<file path="src/rtl/whack_if.sv">
// Port bundle between the button front-end and the whack-a-mole round controller.
// The front-end (master) drives start/btn; the controller (slave) drives everything else.
interface whack_if #(
  parameter int NUM_MOLES = 4,
  parameter int SCORE_W   = 8
);
  // No valid/ready pairs here: start and btn are single-cycle pulses, taken on the edge they are high,
  // and every output is a registered level except hit, a one-cycle pulse per scored hit.
  logic                 start;
  logic [NUM_MOLES-1:0] btn;
  logic [NUM_MOLES-1:0] mole;
  logic [5:0]           time_left;
  logic [SCORE_W-1:0]   score;
  logic                 playing;
  logic                 game_over;
  logic                 hit;
  logic [1:0]           state_dbg;

  modport master (
    output start, btn,
    input  mole, time_left, score, playing, game_over, hit, state_dbg
  );

  modport slave (
    input  start, btn,
    output mole, time_left, score, playing, game_over, hit, state_dbg
  );
endinterface

</file>
<file path="src/rtl/whack_game_ctrl.sv">
// One whack-a-mole round: start, seconds countdown, pseudo-random moles, hit scoring, game over.
// Optional MISS_PENALTY_EN: wrong presses while a mole is up cost one point (saturating at 0).
module whack_game_ctrl #(
  parameter int         NUM_MOLES    = 4,
  parameter int         CLKS_PER_SEC = 50000000,
  parameter int         GAME_SECS    = 60,
  parameter int         MOLE_CYCLES  = 25000000,
  parameter int         GAP_CYCLES   = 10000000,
  parameter int         SCORE_W      = 8,
  parameter logic [7:0] LFSR_SEED    = 8'hA5
) (
  input logic   clk,
  input logic   reset,
  whack_if.slave bus
);
  localparam int IDX_W  = $clog2(NUM_MOLES);
  localparam int PS_W   = (CLKS_PER_SEC > 1) ? $clog2(CLKS_PER_SEC) : 1;
  localparam int PH_MAX = (MOLE_CYCLES > GAP_CYCLES) ? MOLE_CYCLES : GAP_CYCLES;
  localparam int PH_W   = (PH_MAX > 1) ? $clog2(PH_MAX) : 1;

  typedef enum logic [1:0] {IDLE, GAP, SHOW, OVER} state_t;

  state_t               state;
  logic [7:0]           lfsr;
  logic [PS_W-1:0]      presc;
  logic [PH_W-1:0]      phase;
  logic [IDX_W-1:0]     prev_idx;
  logic                 prev_valid;
  logic [NUM_MOLES-1:0] mole_r;
  logic [5:0]           time_r;
  logic [SCORE_W-1:0]   score_r;
  logic                 hit_r;

  logic                 correct;
  logic                 tick;
  logic                 last_tick;
  logic [IDX_W-1:0]     raw_idx;
  logic [IDX_W-1:0]     pick_idx;
  logic [SCORE_W-1:0]   score_up;

  assign correct   = (state == SHOW) && |(bus.btn & mole_r);
  assign tick      = ((state == GAP) || (state == SHOW)) && (presc == PS_W'(CLKS_PER_SEC - 1));
  assign last_tick = tick && (time_r == 6'd1);
  assign raw_idx   = lfsr[IDX_W-1:0];
  // Never repeat the previous mole within a round; the +1 wraps because NUM_MOLES is a power of two.
  assign pick_idx  = (prev_valid && (raw_idx == prev_idx)) ? raw_idx + IDX_W'(1) : raw_idx;
  assign score_up  = (&score_r) ? score_r : score_r + SCORE_W'(1);

`ifdef MISS_PENALTY_EN
  logic wrong;
  assign wrong = (state == SHOW) && |(bus.btn & ~mole_r);
`endif

  always_ff @(posedge clk or posedge reset) begin
    if (reset) begin
      state      <= IDLE;
      lfsr       <= LFSR_SEED;
      presc      <= '0;
      phase      <= '0;
      prev_idx   <= '0;
      prev_valid <= 1'b0;
      mole_r     <= '0;
      time_r     <= '0;
      score_r    <= '0;
      hit_r      <= 1'b0;
    end else begin
      lfsr  <= {lfsr[6:0], lfsr[7] ^ lfsr[5] ^ lfsr[4] ^ lfsr[3]};
      hit_r <= 1'b0;
      case (state)
        IDLE, OVER: begin
          if (bus.start) begin
            state      <= GAP;
            time_r     <= 6'(GAME_SECS);
            score_r    <= '0;
            presc      <= '0;
            phase      <= '0;
            prev_valid <= 1'b0;
            mole_r     <= '0;
          end
        end
        default: begin
          presc <= tick ? '0 : presc + PS_W'(1);
          if (tick) time_r <= time_r - 6'd1;
          if (correct) begin
            score_r <= score_up;
            hit_r   <= 1'b1;
          end
`ifdef MISS_PENALTY_EN
          else if (wrong && (score_r != '0)) begin
            score_r <= score_r - SCORE_W'(1);
          end
`endif
          // The final tick ends the round from either phase; a hit on that edge was scored above.
          if (last_tick) begin
            state  <= OVER;
            mole_r <= '0;
          end else if (state == GAP) begin
            if (phase == PH_W'(GAP_CYCLES - 1)) begin
              state      <= SHOW;
              mole_r     <= NUM_MOLES'(1) << pick_idx;
              prev_idx   <= pick_idx;
              prev_valid <= 1'b1;
              phase      <= '0;
            end else begin
              phase <= phase + PH_W'(1);
            end
          end else begin
            if (correct || (phase == PH_W'(MOLE_CYCLES - 1))) begin
              state  <= GAP;
              mole_r <= '0;
              phase  <= '0;
            end else begin
              phase <= phase + PH_W'(1);
            end
          end
        end
      endcase
    end
  end

  assign bus.mole      = mole_r;
  assign bus.time_left = time_r;
  assign bus.score     = score_r;
  assign bus.hit       = hit_r;
  assign bus.playing   = (state == GAP) || (state == SHOW);
  assign bus.game_over = (state == OVER);
  assign bus.state_dbg = state;
endmodule

</file>
<file path="src/flat_wrapper.sv">
// flat-port wrapper written by rule: the top's interface ports become plain ports
module whack_game_ctrl_flat 
#(
  parameter int         NUM_MOLES    = 4,
  parameter int         CLKS_PER_SEC = 50000000,
  parameter int         GAME_SECS    = 60,
  parameter int         MOLE_CYCLES  = 25000000,
  parameter int         GAP_CYCLES   = 10000000,
  parameter int         SCORE_W      = 8,
  parameter logic [7:0] LFSR_SEED    = 8'hA5
)
  (clk, reset, bus_start, bus_btn, bus_mole, bus_time_left, bus_score, bus_playing, bus_game_over, bus_hit, bus_state_dbg);
  whack_if #(.NUM_MOLES(NUM_MOLES), .SCORE_W(SCORE_W)) bus_i ();
  input logic clk;
  input logic reset;
  input wire logic [$bits(bus_i.start)-1:0] bus_start;
  input wire logic [$bits(bus_i.btn)-1:0] bus_btn;
  output wire logic [$bits(bus_i.mole)-1:0] bus_mole;
  output wire logic [$bits(bus_i.time_left)-1:0] bus_time_left;
  output wire logic [$bits(bus_i.score)-1:0] bus_score;
  output wire logic [$bits(bus_i.playing)-1:0] bus_playing;
  output wire logic [$bits(bus_i.game_over)-1:0] bus_game_over;
  output wire logic [$bits(bus_i.hit)-1:0] bus_hit;
  output wire logic [$bits(bus_i.state_dbg)-1:0] bus_state_dbg;
  assign bus_i.start = bus_start;
  assign bus_i.btn = bus_btn;
  assign bus_mole = bus_i.mole;
  assign bus_time_left = bus_i.time_left;
  assign bus_score = bus_i.score;
  assign bus_playing = bus_i.playing;
  assign bus_game_over = bus_i.game_over;
  assign bus_hit = bus_i.hit;
  assign bus_state_dbg = bus_i.state_dbg;
  whack_game_ctrl #(.NUM_MOLES(NUM_MOLES), .CLKS_PER_SEC(CLKS_PER_SEC), .GAME_SECS(GAME_SECS), .MOLE_CYCLES(MOLE_CYCLES), .GAP_CYCLES(GAP_CYCLES), .SCORE_W(SCORE_W), .LFSR_SEED(LFSR_SEED)) u_core (.clk(clk), .reset(reset), .bus(bus_i));
endmodule
</file>
<file path="config.mk">
export PLATFORM = sky130hd
export DESIGN_NAME = whack_game_ctrl_flat
export DESIGN_NICKNAME = d
export VERILOG_FILES = /design/src/rtl/whack_if.sv /design/src/rtl/whack_game_ctrl.sv /design/src/flat_wrapper.sv
export SDC_FILE = /design/constraint.sdc
export NUM_CORES = 1
export LEC_CHECK = 0
export CAP_MARGIN = 10
export CORE_MARGIN = 2
export CORE_UTILIZATION = 58
export DETAILED_ROUTE_END_ITERATION = 10
export PLACE_DENSITY = 0.79
export SETUP_SLACK_MARGIN = 0.02
export SLEW_MARGIN = 5
export SYNTH_ARGS = -nofsm -noshare
export SYNTH_HDL_FRONTEND = slang
export SYNTH_SLANG_ARGS = --single-unit
export TNS_END_PERCENT = 20
</file>
<file path="constraint.sdc">
create_clock -name clk -period 3.01 [get_ports clk]
set_input_delay 0.301 -clock clk [delete_from_list [all_inputs] [get_ports clk]]
set_output_delay 0.301 -clock clk [all_outputs]
set_load 0.02 [all_outputs]
</file>
==> summary.md, run 1 <==
| Metric | Value |
|---|---|
| Outcome | `finished clean` |
| Most frequent cells in the layout | `79 x dfrtp_1, 49 x o21ai_0, 49 x nand2_1` |
| Worst r2r src | `u_core.presc[18]` |
| Pwr dens | `586 mW/mm²` |
| Die area | `0.00836 mm²` |
| Synth top area share | `44.6%` |
| Max Buffers Root-to-Sink | `2` |
| WP data arrival | `2.71 ns` |
| Async set-reset flop share out of synthesis | `100%` |
| Commonest non-fill, non-tap cell in the layout | `dfrtp_1` |
| First-pass GRT wire length | `17900 µm` |
| Clock Sinks | `83` |
| Num rows | `31` |
| Number of buffers created by CTS | `9` |
| Die width | `91.4 µm` |
| Pwr Total | `2.96 mW` |
| RSZ-0062 raised after global routing | `no` |
| # DRC | `0` |
| Fmax | `409 MHz` |
| Worst path top cell family by delay | `simple AND/OR/NAND/NOR gates` |
| Mapped Cells | `479` |
| Top_reg_cell synth | `dfrtp_1` |
| Synth warn | `0` |
| Antenna Cells | `0` |
| CTS tree | `yes` |
| CTS clk-pin slew, worst paths | `0.09 ns` |
| Critical path endpoint | `u_core.phase[10]` |
| I/O pin total | `30` |
| Ranking of synthesized cells by area | `dfrtp_1 45%, o21ai_0 5.5%, nand2_1 4.1%` |
| Largest net degree at the start of global routing | `44` |
| H-tree level count | `3` |
| Gr usage total | `26.6%` |
| Syn_area_per_cell | `9.25 µm²` |
| Critical-path top delay cell | `o21ai_2` |
| Number of port buffers | `29` |
| Worst-Margin Slew | `0.756 ns` |
| CP Launch Point | `u_core.presc[18]` |
| Initial core utilization | `60.5%` |
| Slew Viols, Final | `0` |
| Tcrit/Tclk final | `81.3%` |
| Dpl hpwl | `7230 µm` |
| Vias per cell | `6.30` |
| Final wirelength | `10500 µm` |
| CP endpoint kind | `flop` |
| Vias in the first global route | `3733` |
| EDFF count, synth | `0` |
| Final Wtd Congestion | `0.918` |
| Worst path cell trace | `nor4b_1 > nand4_1 > or2_4 > o21ai_2 > a21oi_1 > o21ai_0` |
| Total negative slack | `0 ns` |
| R2r worst-path depth | `6` |
| WHS | `0.374 ns` |
| Worst Hold Class | `input pin to asynchronous set/reset pin` |
| Filler cell count | `576` |
| Area delta synth->final | `14.1%` |
| Final WS setup | `0.563 ns` |
| Worst slew margin | `49.6%` |
| Wire per inst | `17.1 µm` |
| Synth Register Bits | `83` |
| Pre-CTS setup slack | `0.601 ns` |
| NumNets Final | `523` |
| Layout cells sized above 1 | `8.19%` |
| CTS Root Buffer Type | `clkbuf_8` |
| Crit path depth | `6` |
| Gr ovfl total | `0` |
| Final setup viols | `0` |
| CP max stage delay | `0.52 ns` |
| RR Endpoint | `u_core.phase[10]` |
| Maxcap violations | `0` |
| Min Tclk post-route | `2.45 ns` |
| Initial antenna violation count | `0` |
| Critical path required time | `3.27 ns` |
| Via Count | `3858` |
| Core box area | `0.00733 mm²` |
| First DRT Iteration DRCs | `270` |
| Critical Path Start Type | `flop` |
| Mapped cell area | `0.00443 mm²` |
| R2r setup slk | `0.56 ns` |
| Drt pass-1 iters | `5` |
| Post-CTS Hold Buffers | `0` |
| Worst Path Buf+Inv | `0` |
| Postcts setup bufs | `0` |
| Crit Path Max Fanout | `14` |
| CP Class | `flop to flop` |
| # resized after CTS | `0` |
| Cell type with the largest total area after synthesis | `dfrtp_1` |
| Die Span Y | `91.4 µm` |
| Post-route ant nets | `0` |
| Hold Vio Cnt, Final | `0` |
| Sequential share of the synthesized area | `47.0%` |
| Clock skew | `0.00903 ns` |
| Worst skew pair latency | `0.36 ns` |
| Leak | `2.09 nW` |
| Synthesized Nets | `494` |
| Post-synth cell types | `56` |
| VDD IR max | `0.326 mV` |
state kept, by name, summed over array words and instances (netlist names):
name / cells
u_core.bus.hit: 1
u_core.bus.mole: 4
u_core.bus.score: 8
u_core.bus.state_dbg: 2
u_core.bus.time_left: 6
u_core.lfsr: 8
u_core.phase: 25
u_core.presc: 26
u_core.prev_idx: 2
u_core.prev_valid: 1
synth_stat cells (9+ instances only):
cell type and count:
a31oi_1 21, clkbuf_1 10, xnor2_1 10, and3_1 9
dfrtp_1 79, xor2_1 18, nand3_1 26, nand4_1 19
or3_1 10, inv_1 16, a21oi_1 20, nor2_1 29
o21ai_0 49, nand2_1 49
cell type report:
| class | count | area [µm²] | share of cell area (%) |
|---|---|---|---|
| clock buffer | 11 | 141 | 2.80 |
| multi-input combinational | 362 | 2210 | 43.7 |
| tap | 99 | 124 | 2.45 |
| clock inverter | 5 | 85.1 | 1.68 |
| inverter | 16 | 61.3 | 1.21 |
| timing repair buffer | 36 | 355 | 7.03 |
| sequential | 83 | 2080 | 41.2 |
worst min-delay path by stage:
stage               cells after the start               end           start
finish                                  2  u_core.phase[23]           reset
global route                            0    u_core.lfsr[3]  u_core.lfsr[2]
CTS                                     0    u_core.lfsr[7]  u_core.lfsr[6]
detailed placement                      0    u_core.lfsr[7]  u_core.lfsr[6]
global placement                        0    u_core.lfsr[7]  u_core.lfsr[6]
floorplan                               0    u_core.lfsr[7]  u_core.lfsr[6]
cell families after synthesis:
family / share of synthesized area, %
multiplexers: 0.762
adder cells (fa/ha/maj): 2.26
AO/OA/AOI/OAI: 17.4
buffers and inverters: 3.22
AND/OR/NAND/NOR: 23.9
XOR/XNOR: 5.53
flip-flops: 47.0
stage by stage:
stage          instance area (µm²)  cells  utilization [%]
2_1_floorplan                 4430    479                -
3_3_place_gp                  4830    596             65.9
3_5_place_dp                  4830    596             65.9
4_1_cts                       5060    612             69.0
5_1_grt                       5060    612             69.0
6_report                      5060    612             69.0
report_power, final:
part           switching [mW]  total [mW]  internal (mW)
registers               0.193        1.45           1.26
clock network           0.410       0.904          0.495
logic                   0.331       0.606          0.275
routing by layer:
metal	global-route usage, %	vias up	wire, µm
met4	10.6	0	177
met1	37.4	1876	4740
met5	0	-	0
met2	40.5	153	4820
met3	5.23	17	727
li1	-	1812	-
worst reg2reg max path, delay by kind of cell, from the launching register on:
kind               cells  cell delay (ns)
and+or+nand+nor        3             1.10
AOI/OAI and AO/OA      3             0.82
DFF                    1             0.43
No activity file was read; power rests on OpenSTA's default activity.
==> run 2: changes to the inputs <==
==> constraint.sdc (replaced) <==
create_clock -name clk -period 2.3 [get_ports clk]
set_input_delay 0.23 -clock clk [delete_from_list [all_inputs] [get_ports clk]]
set_output_delay 0.23 -clock clk [all_outputs]
set_load 0.02 [all_outputs]
==> run 2 against run 1 <==
Against the previous run: non-clock buffer count is 17 higher; combinational power is 51% higher; power is 25% higher; critical path type unchanged; critical endpoint is now u_core.phase[22].
==> summary.md, run 2 (synthesis results as in run 1) <==
| Metric | Value |
|---|---|
| Outcome | `finished clean` |
| Final core utilization | `71.0%` |
| Maxcap violations | `0` |
| Dpl hpwl | `7310 µm` |
| Worst skew pair latency | `0.35 ns` |
| Post-route ant nets | `0` |
| H-tree level count | `3` |
| CP Class | `flop to flop` |
| WP data arrival | `2.50 ns` |
| Area delta synth->final | `17.4%` |
| Commonest non-fill, non-tap cell in the layout | `dfrtp_1` |
| Clock Sinks | `83` |
| Number of buffers created by CTS | `9` |
| Number of port buffers | `29` |
| Gr usage total | `26.0%` |
| Die Span Y | `91.4 µm` |
| Worst-Margin Slew | `0.612 ns` |
| Antenna Cells | `0` |
| Pwr Total | `3.70 mW` |
| Via Count | `3890` |
| Max Buffers Root-to-Sink | `2` |
| Initial core utilization | `60.5%` |
| Hold Vio Cnt, Final | `0` |
| Initial antenna violation count | `0` |
| Clock skew | `0.0125 ns` |
| Largest Register | `u_core.presc` |
| CTS tree | `yes` |
| CP max stage delay | `0.43 ns` |
| WHS | `0.290 ns` |
| VDD IR max | `0.351 mV` |
| Leak | `2.15 nW` |
| Number of flip-flops under the largest register name | `26` |
| Num rows | `31` |
| Tcrit/Tclk final | `98.6%` |
| Final instance area | `0.00520 mm²` |
| Worst path top cell family by delay | `simple AND/OR/NAND/NOR gates` |
| Crit Path Max Fanout | `24` |
| Final wirelength | `10400 µm` |
| Largest net degree at the start of global routing | `42` |
| Gr ovfl total | `0` |
| Final Wtd Congestion | `0.917` |
| Critical Path Start Type | `flop` |
| Vias per cell | `6.18` |
| Slew Viols, Final | `0` |
| Worst Hold Class | `input pin to asynchronous set/reset pin` |
| I/O pin total | `30` |
| Die area | `0.00836 mm²` |
| First DRT Iteration DRCs | `316` |
| Wire per inst | `16.5 µm` |
| Worst slew margin | `59.1%` |
| Vias in the first global route | `3653` |
| Final setup viols | `0` |
| # DRC | `0` |
| Critical-path top delay cell | `dfrtp_1` |
| Placed Area | `0.00497 mm²` |
| Layout cells sized above 1 | `12.5%` |
| NumNets Final | `540` |
| Finished Layout Cells | `629` |
| Most frequent cells in the layout | `79 x dfrtp_1, 49 x o21ai_0, 49 x nand2_1` |
| Min Tclk post-route | `2.27 ns` |
| Core box area | `0.00733 mm²` |
| CP endpoint kind | `flop` |
| Top Registers | `u_core.presc x26, u_core.phase x25` |
| Inst Count DP | `612` |
| Fmax | `441 MHz` |
| RSZ-0062 raised after global routing | `yes` |
| CTS Root Buffer Type | `clkbuf_8` |
| First-pass GRT wire length | `17700 µm` |
| Worst path cell trace | `ha_2 > nor4bb_2 > nand4_1 > o211ai_1 > nor2_1 > buf_6 > a21o_1 > mux2_2` |
| CTS clk-pin slew, worst paths | `0.08 ns` |
| Critical path required time | `2.54 ns` |
| Worst Path Buf+Inv | `1` |
| Die width | `91.4 µm` |
| Filler cell count | `569` |
| Pwr dens | `711 mW/mm²` |
| Drt pass-1 iters | `5` |
## run 2: changes by cell type in the layout (fill, tap and decap cells not counted), sizes merged
cell,before,now
dlygate4sd2,0,1
clkinvlp,1,4
clkdlybuf4s50,29,28
clkbuf,11,12
buf,7,24
inv,16,15
clkinv,2,1
bufinv,2,0
## run 2: report_power, final
part / switching [mW] / total, mW / internal, mW / leakage (nW)
registers: 0.221 / 1.87 / 1.65 / 1.09
clock network: 0.520 / 0.912 / 0.392 / 0.0726
logic: 0.483 / 0.917 / 0.434 / 0.990
## run 2: area by class of cell
| type | instances | area (µm²) | share of cell area (%) |
|---|---|---|---|
| Clock buffer | 12 | 135 | 2.60 |
| Inverter | 16 | 63.8 | 1.23 |
| Multi-Input combinational cell | 362 | 2270 | 43.6 |
| Tap cell | 99 | 124 | 2.38 |
| Timing Repair Buffer | 53 | 502 | 9.64 |
| Sequential cell | 83 | 2080 | 40.0 |
| Clock inverter | 4 | 27.5 | 0.529 |
## run 2: path summary, 6_finish.rpt
check,start,cells past startpoint,slack (ns),to
max,u_core.bus.state_dbg[0],8,0.03,u_core.phase[22]
min,reset,2,0.29,u_core.bus.mole[3]
max reg2reg,u_core.bus.state_dbg[0],8,0.03,u_core.phase[22]
min reg2reg,u_core.lfsr[6],0,0.37,u_core.lfsr[7]
max in group asynchronous,reset,3,1.39,u_core.phase[11]
min in group clk,u_core.lfsr[6],0,0.37,u_core.lfsr[7]
## run 2: worst register-to-register path, delay by kind of cell, from the launching register on
kind / cells / cell delay (ns)
and+or+nand+nor: 3 / 0.56
AOI/OAI and AO/OA: 2 / 0.49
buffers and inverters: 1 / 0.19
adders and majority gates: 1 / 0.24
muxes: 1 / 0.25
DFF: 1 / 0.43
## run 2: per-stage QoR
stage / setup slack, ns / setup TNS (ns)
2_1_floorplan: 0.0810 / 0
3_3_place_gp: 0.0353 / 0
3_5_place_dp: -0.0180 / -0.0328
4_1_cts: -0.0402 / -0.0402
5_1_grt: -0.0505 / -0.0505
6_report: 0.0331 / 0
## run 2: per-layer routing
layer,global-route usage (%),vias to the layer above,routed length (µm)
met2,40.0,122,4910
met5,0,-,0
met3,5.56,15,516
li1,-,1850,-
met1,37.5,1903,4820
met4,7.20,0,139
## run 2: what timing repair did
item / 4_1_cts / 5_1_grt
setup endpoints to repair: 3 / 24
pin swaps: 0 / 4
hold buffers: 0 / 0
buffers inserted: 0 / 1
resized for setup: 2 / 13
==> run 3: changes to the inputs <==
--- a/config.mk
+++ b/config.mk
@@ -7,9 +7,9 @@
 export LEC_CHECK = 0
 export CAP_MARGIN = 10
 export CORE_MARGIN = 2
-export CORE_UTILIZATION = 58
+export CORE_UTILIZATION = 59
 export DETAILED_ROUTE_END_ITERATION = 10
-export PLACE_DENSITY = 0.79
+export PLACE_DENSITY = 0.8
 export SETUP_SLACK_MARGIN = 0.02
 export SLEW_MARGIN = 5
 export SYNTH_ARGS = -nofsm -noshare
==> run 3 against run 2 <==
Against the previous run: sequential share of layout area fell by 0.88 points; global-route usage rose by 1.1 points; sequential power about the same; non-clock buffer count is 7 higher; final cell count grew 1.1%; combinational power increased by 0.4%; sequential cell count stayed put; count of clock-buffer cells in the layout fell by 3; final area rose by 2.3%; first-iteration DRC count grew 39%.
==> summary.md, run 3 (synthesis results as in run 1) <==
| Metric | Value |
|---|---|
| Number of buffers created by CTS | `9` |
| Vias per cell | `6.18` |
| Clock skew | `0.0102 ns` |
| RSZ-0062 raised after global routing | `yes` |
| Die width | `90.7 µm` |
| Final core utilization | `73.3%` |
| Worst skew pair latency | `0.36 ns` |
| Worst Path Buf+Inv | `1` |
| Inst Count DP | `617` |
| Worst Hold Class | `input pin to asynchronous set/reset pin` |
| Outcome | `finished clean` |
| Pwr dens | `729 mW/mm²` |
| Critical Path Start Type | `flop` |
| Tcrit/Tclk final | `98.3%` |
| Largest Register | `u_core.presc` |
| H-tree level count | `3` |
| Core box area | `0.00725 mm²` |
| WP data arrival | `2.51 ns` |
| Post-CTS Hold Buffers | `0` |
| First-pass GRT wire length | `18000 µm` |
| Initial antenna violation count | `0` |
| CTS tree | `yes` |
| Crit path depth | `8` |
| Initial core utilization | `61.1%` |
| Via Count | `3931` |
| Worst slew margin | `57.5%` |
| CP endpoint kind | `flop` |
| Number of port buffers | `29` |
| Area delta synth->final | `20.0%` |
| Finished Layout Cells | `636` |
| Total negative slack | `0 ns` |
| CP max stage delay | `0.43 ns` |
| R2r setup slk | `0.04 ns` |
| Die Span Y | `90.7 µm` |
| Crit Path Max Fanout | `13` |
| Worst path top cell family by delay | `simple AND/OR/NAND/NOR gates` |
| Vias in the first global route | `3633` |
| Final wirelength | `10600 µm` |
| Maxcap violations | `0` |
| R2r worst-path depth | `8` |
| Fmax | `442 MHz` |
| CTS Root Buffer Type | `clkbuf_8` |
| Final setup viols | `0` |
| Num rows | `31` |
| Clock Sinks | `83` |
| NumNets Final | `547` |
| # DRC | `0` |
| Max Buffers Root-to-Sink | `2` |
| First DRT Iteration DRCs | `438` |
| WHS | `0.266 ns` |
| I/O pin total | `30` |
| Wire per inst | `16.7 µm` |
| Post-route ant nets | `0` |
| CTS clk-pin slew, worst paths | `0.09 ns` |
| Drt pass-1 iters | `5` |
| Gr ovfl total | `0` |
| Pwr Total | `3.88 mW` |
| Number of flip-flops under the largest register name | `26` |
| Critical path required time | `2.55 ns` |
| Leak | `2.23 nW` |
| Final Wtd Congestion | `0.896` |
| Worst path cell trace | `ha_2 > nor4bb_2 > nand4_1 > o211ai_1 > nor2_1 > buf_4 > a21o_1 > mux2_2` |
| VDD IR max | `0.522 mV` |
| Worst-Margin Slew | `0.631 ns` |
| Layout cells sized above 1 | `15.1%` |
| Antenna Cells | `0` |
| Critical-path top delay cell | `dfrtp_1` |
| Largest net degree at the start of global routing | `33` |
| Slew Viols, Final | `0` |
| Most frequent cells in the layout | `79 x dfrtp_1, 49 x nand2_1, 46 x o21ai_0` |
| Dpl hpwl | `7440 µm` |
| Top Registers | `u_core.presc x26, u_core.phase x25` |
| Gr usage total | `27.1%` |
| Die area | `0.00822 mm²` |
| Min Tclk post-route | `2.26 ns` |
| Commonest non-fill, non-tap cell in the layout | `dfrtp_1` |
| Hold Vio Cnt, Final | `0` |
| CP Class | `flop to flop` |
-- run 3: cell types whose count changed in the layout (fill, tap and decap cells not counted), sizes merged --
cell,change
bufinv,+1
buf,+7
clkinvlp,-2
clkinv,+3
inv,+1
clkbuf,-3
-- run 3: per-layer routing --
metal	track usage [%]	vias to the layer above	wire length (µm)	part of all wire [%]
met2	40.3	126	4810	45
met3	6.01	16	692	6.5
li1	-	1855	-	-
met4	7.44	0	141	1.3
met1	40.2	1934	4990	47
met5	0	-	0	0
-- run 3: per-stage QoR --
step	worst slack [ns]	area, µm²
final	0.0380	5320
after global routing	-0.164	5320
after CTS	-0.0593	5230
after detailed placement	-0.0213	5030
after global placement	0.0393	5030
after floorplan	0.0810	4440
-- run 3: path summary, 6_finish.rpt --
check,from,endpoint
max,u_core.bus.state_dbg[0],u_core.phase[22]
min,reset,u_core.bus.mole[0]
max reg2reg,u_core.bus.state_dbg[0],u_core.phase[22]
min reg2reg,u_core.lfsr[6],u_core.lfsr[7]
max in group asynchronous,reset,u_core.lfsr[2]
min in group clk,u_core.lfsr[6],u_core.lfsr[7]
-- run 3: repair_timing --
action	4_1_cts	5_1_grt
pin swaps	0	4
resized for setup	3	16
endpoints found under the setup margin	4	38
buffers inserted	0	3
-- run 3: power breakdown --
part           internal, mW  switching [mW]
Sequential             1.65           0.235
Combinational         0.436           0.485
Clock                 0.509           0.566
-- run 3: layout make-up --
| cell class | instances | area, µm² |
|---|---|---|
| multi-input cells | 362 | 2280 |
| fillers | 519 | 1930 |
| inverters | 16 | 63.8 |
| repair buffers | 60 | 572 |
| well taps | 99 | 124 |
| clock inverters | 7 | 77.6 |
| clock buffers | 9 | 124 |
| flip-flops and latches | 83 | 2080 |
